**src/rtl/matrix_pkg.sv**
```systemverilog
// Shared constants, state encoding and small helpers for the 3x3 matrix sequencer.
package matrix_pkg;

    localparam int unsigned MAT_N      = 3;
    localparam int unsigned MAT_ELEMS  = 9;
    localparam int unsigned LOAD_WORDS = 18;
    localparam int unsigned LOAD_CNT_W = 5;
    localparam int unsigned ELEM_CNT_W = 4;

    typedef enum logic [1:0] {
        LOAD = 2'd0,
        CALC = 2'd1,
        SEND = 2'd2
    } state_e;

    function automatic logic is_last_elem(input logic [ELEM_CNT_W-1:0] k);
        return k == ELEM_CNT_W'(MAT_ELEMS - 1);
    endfunction

    function automatic logic is_last_load(input logic [LOAD_CNT_W-1:0] k);
        return k == LOAD_CNT_W'(LOAD_WORDS - 1);
    endfunction

endpackage

```
**src/rtl/matrix_sequencer_if.sv**
```systemverilog
// Operand/result streams plus the link to the external combinational multiplier.
interface matrix_sequencer_if
    import matrix_pkg::*;
#(
    parameter int unsigned WIDTH = 32
);
    logic                        in_valid;
    logic                        in_ready;
    logic [WIDTH-1:0]            in_data;
    logic [MAT_ELEMS*WIDTH-1:0]  mm_a;
    logic [MAT_ELEMS*WIDTH-1:0]  mm_b;
    logic [ELEM_CNT_W-1:0]       mm_index;
    logic [WIDTH-1:0]            mm_c;
    logic                        out_valid;
    logic                        out_ready;
    logic [WIDTH-1:0]            out_data;
    logic                        out_last;
    logic                        busy;

    // Sequencer side
    modport slave (
        input  in_valid, in_data, mm_c, out_ready,
        output in_ready, mm_a, mm_b, mm_index, out_valid, out_data, out_last, busy
    );

    // Environment side: operand source, multiplier and result sink
    modport master (
        output in_valid, in_data, mm_c, out_ready,
        input  in_ready, mm_a, mm_b, mm_index, out_valid, out_data, out_last, busy
    );
endinterface

```
**src/rtl/matseq_operand_rf.sv**
```systemverilog
// 18-entry operand register file: slots 0..8 hold A, slots 9..17 hold B, both row-major.
module matseq_operand_rf
    import matrix_pkg::*;
#(
    parameter int unsigned WIDTH = 32
) (
    input  logic                       clk,
    input  logic                       rst,
    input  logic                       we,
    input  logic [LOAD_CNT_W-1:0]      waddr,
    input  logic [WIDTH-1:0]           wdata,
    output logic [MAT_ELEMS*WIDTH-1:0] mm_a,
    output logic [MAT_ELEMS*WIDTH-1:0] mm_b
);

    logic [WIDTH-1:0] mem_q [LOAD_WORDS];
    logic [WIDTH-1:0] mem_d [LOAD_WORDS];

    always_comb begin
        mem_d = mem_q;
        if (we) begin
            mem_d[waddr] = wdata;
        end
    end

    always_ff @(posedge clk or posedge rst) begin
        if (rst) begin
            for (int i = 0; i < int'(LOAD_WORDS); i++) begin
                mem_q[i] <= '0;
            end
        end else begin
            mem_q <= mem_d;
        end
    end

    for (genvar k = 0; k < int'(MAT_ELEMS); k++) begin : g_pack
        assign mm_a[k*WIDTH +: WIDTH] = mem_q[k];
        assign mm_b[k*WIDTH +: WIDTH] = mem_q[k + int'(MAT_ELEMS)];
    end

endmodule

```
**src/rtl/matrix_sequencer.sv**
```systemverilog
// LOAD/CALC/SEND sequencer feeding an external 3x3 multiplier one result index per cycle.
// Optional synchronous abort input `clear` is present when MATSEQ_CLEAR_EN is defined.
module matrix_sequencer
    import matrix_pkg::*;
#(
    parameter int unsigned WIDTH = 32
) (
    input  logic clk,
    input  logic rst,
`ifdef MATSEQ_CLEAR_EN
    input  logic clear,
`endif
    matrix_sequencer_if.slave bus
);

    state_e                  state_q, state_d;
    logic [LOAD_CNT_W-1:0]   load_cnt_q, load_cnt_d;
    logic [ELEM_CNT_W-1:0]   calc_cnt_q, calc_cnt_d;
    logic [ELEM_CNT_W-1:0]   send_cnt_q, send_cnt_d;
    logic [WIDTH-1:0]        res_q [MAT_ELEMS];
    logic [WIDTH-1:0]        res_d [MAT_ELEMS];
    logic [WIDTH-1:0]        out_data_q, out_data_d;
    logic                    out_valid_q, out_valid_d;
    logic                    out_last_q, out_last_d;
    logic                    in_ready_q, in_ready_d;
    logic                    busy_q, busy_d;
    logic                    rf_we;

    matseq_operand_rf #(
        .WIDTH (WIDTH)
    ) u_rf (
        .clk   (clk),
        .rst   (rst),
        .we    (rf_we),
        .waddr (load_cnt_q),
        .wdata (bus.in_data),
        .mm_a  (bus.mm_a),
        .mm_b  (bus.mm_b)
    );

    // Next-state, counters and registered output values
    always_comb begin
        state_d    = state_q;
        load_cnt_d = load_cnt_q;
        calc_cnt_d = calc_cnt_q;
        send_cnt_d = send_cnt_q;
        res_d      = res_q;
        rf_we      = 1'b0;

        case (state_q)
            LOAD: begin
                if (bus.in_valid && in_ready_q) begin
                    rf_we = 1'b1;
                    if (is_last_load(load_cnt_q)) begin
                        load_cnt_d = '0;
                        state_d    = CALC;
                    end else begin
                        load_cnt_d = load_cnt_q + LOAD_CNT_W'(1);
                    end
                end
            end
            CALC: begin
                res_d[calc_cnt_q] = bus.mm_c;
                if (is_last_elem(calc_cnt_q)) begin
                    calc_cnt_d = '0;
                    send_cnt_d = '0;
                    state_d    = SEND;
                end else begin
                    calc_cnt_d = calc_cnt_q + ELEM_CNT_W'(1);
                end
            end
            SEND: begin
                if (out_valid_q && bus.out_ready) begin
                    if (is_last_elem(send_cnt_q)) begin
                        send_cnt_d = '0;
                        state_d    = LOAD;
                    end else begin
                        send_cnt_d = send_cnt_q + ELEM_CNT_W'(1);
                    end
                end
            end
            default: begin
                state_d    = LOAD;
                load_cnt_d = '0;
                calc_cnt_d = '0;
                send_cnt_d = '0;
            end
        endcase

`ifdef MATSEQ_CLEAR_EN
        // Abort keeps operands and results; only sequencing state is dropped
        if (clear) begin
            state_d    = LOAD;
            load_cnt_d = '0;
            calc_cnt_d = '0;
            send_cnt_d = '0;
            res_d      = res_q;
            rf_we      = 1'b0;
        end
`endif

        in_ready_d  = (state_d == LOAD);
        busy_d      = (state_d != LOAD);
        out_valid_d = (state_d == SEND);
        out_last_d  = (state_d == SEND) && is_last_elem(send_cnt_d);
        out_data_d  = res_d[send_cnt_d];
    end

    always_ff @(posedge clk or posedge rst) begin
        if (rst) begin
            state_q     <= LOAD;
            load_cnt_q  <= '0;
            calc_cnt_q  <= '0;
            send_cnt_q  <= '0;
            for (int i = 0; i < int'(MAT_ELEMS); i++) begin
                res_q[i] <= '0;
            end
            out_data_q  <= '0;
            out_valid_q <= 1'b0;
            out_last_q  <= 1'b0;
            in_ready_q  <= 1'b1;
            busy_q      <= 1'b0;
        end else begin
            state_q     <= state_d;
            load_cnt_q  <= load_cnt_d;
            calc_cnt_q  <= calc_cnt_d;
            send_cnt_q  <= send_cnt_d;
            res_q       <= res_d;
            out_data_q  <= out_data_d;
            out_valid_q <= out_valid_d;
            out_last_q  <= out_last_d;
            in_ready_q  <= in_ready_d;
            busy_q      <= busy_d;
        end
    end

    // calc_cnt is held at zero outside CALC, so it doubles as the multiplier index
    assign bus.mm_index  = calc_cnt_q;
    assign bus.in_ready  = in_ready_q;
    assign bus.busy      = busy_q;
    assign bus.out_valid = out_valid_q;
    assign bus.out_last  = out_last_q;
    assign bus.out_data  = out_data_q;

endmodule
```
**src/flat_wrapper.sv**
```systemverilog
// flat-port wrapper written by rule: the top's interface ports become plain ports
module matrix_sequencer_flat import matrix_pkg::*;
#(
    parameter int unsigned WIDTH = 32
)
  (clk, rst, bus_in_valid, bus_in_data, bus_mm_c, bus_out_ready, bus_in_ready, bus_mm_a, bus_mm_b, bus_mm_index, bus_out_valid, bus_out_data, bus_out_last, bus_busy);
  matrix_sequencer_if #(.WIDTH(WIDTH)) bus_i ();
  input  logic clk;
  input  logic rst;
  input wire logic [$bits(bus_i.in_valid)-1:0] bus_in_valid;
  input wire logic [$bits(bus_i.in_data)-1:0] bus_in_data;
  input wire logic [$bits(bus_i.mm_c)-1:0] bus_mm_c;
  input wire logic [$bits(bus_i.out_ready)-1:0] bus_out_ready;
  output wire logic [$bits(bus_i.in_ready)-1:0] bus_in_ready;
  output wire logic [$bits(bus_i.mm_a)-1:0] bus_mm_a;
  output wire logic [$bits(bus_i.mm_b)-1:0] bus_mm_b;
  output wire logic [$bits(bus_i.mm_index)-1:0] bus_mm_index;
  output wire logic [$bits(bus_i.out_valid)-1:0] bus_out_valid;
  output wire logic [$bits(bus_i.out_data)-1:0] bus_out_data;
  output wire logic [$bits(bus_i.out_last)-1:0] bus_out_last;
  output wire logic [$bits(bus_i.busy)-1:0] bus_busy;
  assign bus_i.in_valid = bus_in_valid;
  assign bus_i.in_data = bus_in_data;
  assign bus_i.mm_c = bus_mm_c;
  assign bus_i.out_ready = bus_out_ready;
  assign bus_in_ready = bus_i.in_ready;
  assign bus_mm_a = bus_i.mm_a;
  assign bus_mm_b = bus_i.mm_b;
  assign bus_mm_index = bus_i.mm_index;
  assign bus_out_valid = bus_i.out_valid;
  assign bus_out_data = bus_i.out_data;
  assign bus_out_last = bus_i.out_last;
  assign bus_busy = bus_i.busy;
  matrix_sequencer #(.WIDTH(WIDTH)) u_core (.clk(clk), .rst(rst), .bus(bus_i));
endmodule
```
**config.mk**
```make
export PLATFORM = sky130hd
export DESIGN_NAME = matrix_sequencer_flat
export DESIGN_NICKNAME = d
export VERILOG_FILES = /design/src/rtl/matrix_pkg.sv /design/src/rtl/matrix_sequencer_if.sv /design/src/rtl/matseq_operand_rf.sv /design/src/rtl/matrix_sequencer.sv /design/src/flat_wrapper.sv
export SDC_FILE = /design/constraint.sdc
export NUM_CORES = 2
export LEC_CHECK = 0
export CAP_MARGIN = 15
export CORE_ASPECT_RATIO = 1.1
export CORE_MARGIN = 5
export CORE_UTILIZATION = 26
export CTS_CLUSTER_DIAMETER = 200
export DETAILED_ROUTE_END_ITERATION = 12
export DONT_BUFFER_PORTS = 1
export GPL_TIMING_DRIVEN = 0
export HOLD_SLACK_MARGIN = 0.02
export SLEW_MARGIN = 20
export SYNTH_ARGS = -nofsm -noshare
export SYNTH_HDL_FRONTEND = slang
export SYNTH_SLANG_ARGS = --single-unit
```
**constraint.sdc**
```tcl
create_clock -name clk -period 44.9 [get_ports clk]
set_input_delay 13.47 -clock clk [delete_from_list [all_inputs] [get_ports clk]]
set_output_delay 13.47 -clock clk [all_outputs]
set_load 0.05 [all_outputs]
```
# Yosys cells after proc, flatten, opt, wreduce, memory -nomap -nowiden
# Cells that the tools add are included.
# classes
muxes	27
addsub	3
eq_ne	8
reduce_logical	11
bitwise_logic	4
n_lt_le_gt_ge	5
# ops
operator	count
$bwmux 576	1
$bwmux 288	1
$mux 288	1
$demux 32 s5	1
$bmux 32 s4	1
$demux 32 s4	1
$mux 32	4
$mux 4	4
$eq 4x4->1 const B	3
$pmux 4 s3	1
$ge 5x5->1 const B	2
$mux 2	5
$mux 5	2
$not 4->5	2
$pmux 5 s2	1
$add 4x1->4 const B	2
$pmux 4 s2	1
$ge 6x6->1 const B	1
$lt 6x1->1 const B	1
$not 5->6	1
$pmux 2 s3	1
$add 5x1->5 const B	1
$eq 5x5->1 const B	1
$logic_and 1x1->1	5
other kinds (10)	14
# totals
input_bits	68
ff_bits	915
output_inout_bits	616
wordCells	94

# Logic depth before layout (Yosys ltp)
# depth
depth_word	10
depth_mapped	10

# By module
# From an unflattened synthesis, not the netlist that was laid out.
# unflattened
cells_unflattened	2411
hier_area_um2	36665.2
# modules_own_cells
module	area_per_inst_um2	seq_area_each_um2	instances	cells_per_inst
matseq_operand_rf	21635.8	14413.8	1	1270
matrix_sequencer	15029.4	8484.4	1	1141

# Worst setup path after synthesis
# OpenSTA, ideal clock, no wires.
# synth_timing
path_type	in2reg
from	in bus_out_ready
to	reg u_core.out_data_q[12], in the netlist u_core.bus.out_data[12]
path_slack_ns	29.997
n_path_buf	1
t_arrival_ns	14.774
t_required_ns	44.771
path_stages	7
path_cell_list	a21boi_0 -> o21ai_1 -> nand2_1 -> clkbuf_1 -> a221oi_2 -> o21ai_1 -> nand3_1
# synth_between
elab_chain_cells	7
# synth_lines
item	line	text
start, declared	flat_wrapper.sv:13	input wire logic [$bits(bus_i.out_ready)-1:0] bus_out_ready;
$logic_and 1x1->1	matrix_sequencer.sv:73	if (out_valid_q && bus.out_ready) begin
$mux 4	matrix_sequencer.sv:73	
$pmux 4 s3	matrix_sequencer.sv:50	case (state_q)
$not 4->5 (implied by the code)	matrix_sequencer.sv:106	out_data_d = res_d[send_cnt_d];
$bmux 32 s4	matrix_sequencer.sv:106	
$mux 32 (implied by the code) (2 in a row)	matrix_sequencer.sv:106	
named net u_core.out_data_d[12]	matrix_sequencer.sv:22	logic [WIDTH-1:0] out_data_q, out_data_d;
end signal, assigned	matrix_sequencer.sv:129	out_data_q <= out_data_d;
end, declared	matrix_sequencer.sv:22	
# The timed path passes the listed nets, and every way through them passes these cells. The select of a mux whose other input is x is not followed.
# A chain may end at the register's enable or synchronous reset.

# Final worst setup path
# layout_timing
from	in bus_out_ready
to	reg u_core.out_data_q[24], in the netlist u_core.bus.out_data[24]
# Same word-level chain as after synthesis.

==> results.toml <==
[flow_run]
drv_cap = 0

[worst_hold_path]
hp-start = "u_core.res_q[283]"
hold_class = "flip-flop to flip-flop"

[critical_path]
start_kind = "primary input"
worst_ep_arrival_time_ns = 16.03
crit_type = "primary input to flip-flop"
cp-end-kind = "flip-flop"
required_ns = 45.52
timing.rr.start = "u_core.bus.out_valid"
critPathMaxFanout = 10
timing.critical_path.from = "bus_out_ready"

[global_route]
grt_pass1_wl_um = 185000
grt_pass1_vias = 24200
track_usage = 0.164
overflow = 0
grt_max_degree = 108
antenna_found_initial = 6

[clock_tree]
clk_pin_slew_ns = 0.06
cts_hold_buffers = 0
clockRootBuffer = "clkbuf_16"
cts_buffer_depth = 3
clk_latency_ns = 0.71
post_cts_buffers = 0
cts.sinks = 915
cts_tree = "built"
htree_num_levels = 3
numCtsBuffers = 96
ctsResizeCount = 0

[detailed_routing]
drtIter0Drc = 1435
first_pass_iters = 5
dr_wl_met3_um = 12600
wl_per_cell_um = 27.0
drc = 0
vias_per_cell = 4.84
routed_wl_um = 129000
highest_layer = "met4"
ant_nets = 0
vias = 23100
wl_met2_um = 61300
met1_length_um = 51300

[synth]
synth_edf_count = 0
synth-compound-area-share = 0.0470
synth_area_um2 = 37600
synth_seq_cells = 915
yosysMostFrequentCell = "dfrtp_1"
synth_top_family_by_area = "multiplexers"
seq_area_frac_synth = 0.608
yosys.area_share.adder = 0.00465
synthArstFlopShare = 1.00
synth_top_area_cell = "dfrtp_1"
synth_top_area_frac = 0.608
yosysWarnings = 0
synth.avg_cell_area_um2 = 14.2
synth_cells = 2659
ys_top_cells_by_count = "dfrtp_1 (914), mux2_2 (798), nor3_1 (129)"
synth-xor-area-share = 0
synth_cell_types = 58
synth-simple-area-share = 0.0496
ys.flop_type = "dfrtp_1"
yosys-top-cells-area = "dfrtp_1 (61%), mux2_2 (24%), mux2_1 (2.0%)"
synth.net_count = 2741
synth_mux_area_frac = 0.259

[place]
routabilityCongestion = 0.804
place_hpwl_um = 92600
portBuffers = 0

[floorplan]
row_count = 146
die_y_um = 409
io_pins = 684
start_util = 0.261
dieArea_um2 = 152000
fp.coreArea_um2 = 144000
die_x_um = 373

[cells_and_area]
nFillCells = 14600
drive_gt1_frac = 0.397
syn2layout_area_growth_pct = 15.8
layout.nets = 2851

[power_and_ir_drop]
pwr-share-clk = 0.242
power_density_nw_per_um2 = 76.3
switching_share = 0.470
vdd_ir_drop_max_mv = 0.0459
switching_power_uw = 1560
seqPwrFrac = 0.631
leakagePower_uw = 0.0195
combPwrFrac = 0.128
totalPowerFinal_uw = 3330
internal-power_uw = 1760

[timing]
tns_ns = 0
tightest_slew_ns = 1.05
fin_hold_ws_ns = 0.483
skew_ns = 0.0570
hold_viol_final = 0
finalSetupViolations = 0
slew_violations = 0
grt_setup_unrepaired = "no"
period_share = 0.343
slew_headroom = 0.303
finalCriticalPeriod_ns = 15.41
max_clock_freq_ghz = 0.0649

[run_status]
status = "finished clean"
logic make-up after synthesis:
logic type      count (synthesis)
compound gates                263
fa+ha+maj                      14
buf+inv                       261
flops                         915
mux                           865
simple gates                  341
power by group through the flow:
stage / clock network, uW / registers, uW / logic [uW]
floorplan: 0 / 2000 / 341
global placement: 0 / 2120 / 410
detailed placement: 0 / 2120 / 430
CTS: 825 / 2110 / 432
global route: 858 / 2130 / 473
finish: 803 / 2100 / 425
cells in the final DEF (no fill, tap or decap), drive strengths merged, types with 3 or more instances in the layout:
master / netlist / layout
o31ai: 4 / 4
nand3: 72 / 72
clkbuf: 97 / 237
nor4: 65 / 65
nor3: 129 / 129
or2: 3 / 3
nor2b: 3 / 3
a211oi: 32 / 32
inv: 47 / 52
nor2: 25 / 25
buf: 117 / 129
nand4b: 5 / 5
nand2: 16 / 16
mux2: 864 / 864
dfrtp: 914 / 914
clkinv: 0 / 22
and3: 4 / 4
ha: 14 / 14
diode: 0 / 5
clkinvlp: 0 / 6
a21oi: 103 / 103
a221oi: 32 / 32
o21ai: 78 / 78
area by class of cell:
type                       instances  area, um2  share of cell area
sequential                       915      22900               0.525
multi-input combinational       1483      13600               0.311
clock buffer                     140       2800              0.0642
tap                             1924       2410              0.0552
buffer                           214       1020              0.0233
clock inverter                    35        384             0.00882
timing repair buffer              12        302             0.00692
inverter                          47        184             0.00422
antenna                            5       12.5            0.000287
state kept, by name, indices dropped and copies added, names as in the netlist:
name and count:
u_core.bus.busy 1, u_core.bus.in_ready 1, u_core.bus.mm_index 4, u_core.bus.out_data 32, u_core.bus.out_last 1, u_core.bus.out_valid 1
u_core.load_cnt_q 5, u_core.res_q 288, u_core.send_cnt_q 4, u_core.state_q 2, u_core.u_rf.mm_a 288, u_core.u_rf.mm_b 288
path summary, 6_finish.rpt:
kind	cells past startpoint	end	slack [ns]
worst max-delay path	8	u_core.bus.out_data[24]	29.49
worst min-delay path	1	u_core.res_q[283]	0.48
worst max register to register	8	u_core.bus.out_data[24]	41.21
worst min register to register	1	u_core.res_q[283]	0.48
max in group asynchronous	5	u_core.u_rf.mm_a[56]	30.15
min in group asynchronous	1	u_core.u_rf.mm_a[101]	12.64
critical path, cell delays in order:
cell,delay [ns]
a21boi_0,0.11
o21ai_1,0.78
buf_2,0.46
clkbuf_1,0.50
a21oi_1,0.13
nor4_1,0.24
o21ai_1,0.14
nand3_1,0.18
per-layer routing:
layer | track usage | vias to the layer above
met1 | 0.199 | 12200
li1 | - | 9822
met4 | 0.0533 | 0
met3 | 0.0637 | 191
met2 | 0.268 | 904
met5 | 0 | -
stage by stage:
stage	instance area [um2]	worst slack, ns	utilization	instances
2_1_floorplan	37600	5.71	-	2659
3_3_place_gp	40000	-4.85	0.278	4583
3_5_place_dp	40400	28.71	0.281	4595
4_1_cts	43600	29.46	0.303	4770
5_1_grt	43600	29.38	0.303	4770
6_report	43600	29.49	0.303	4775
(Power assumes the default switching activity.)
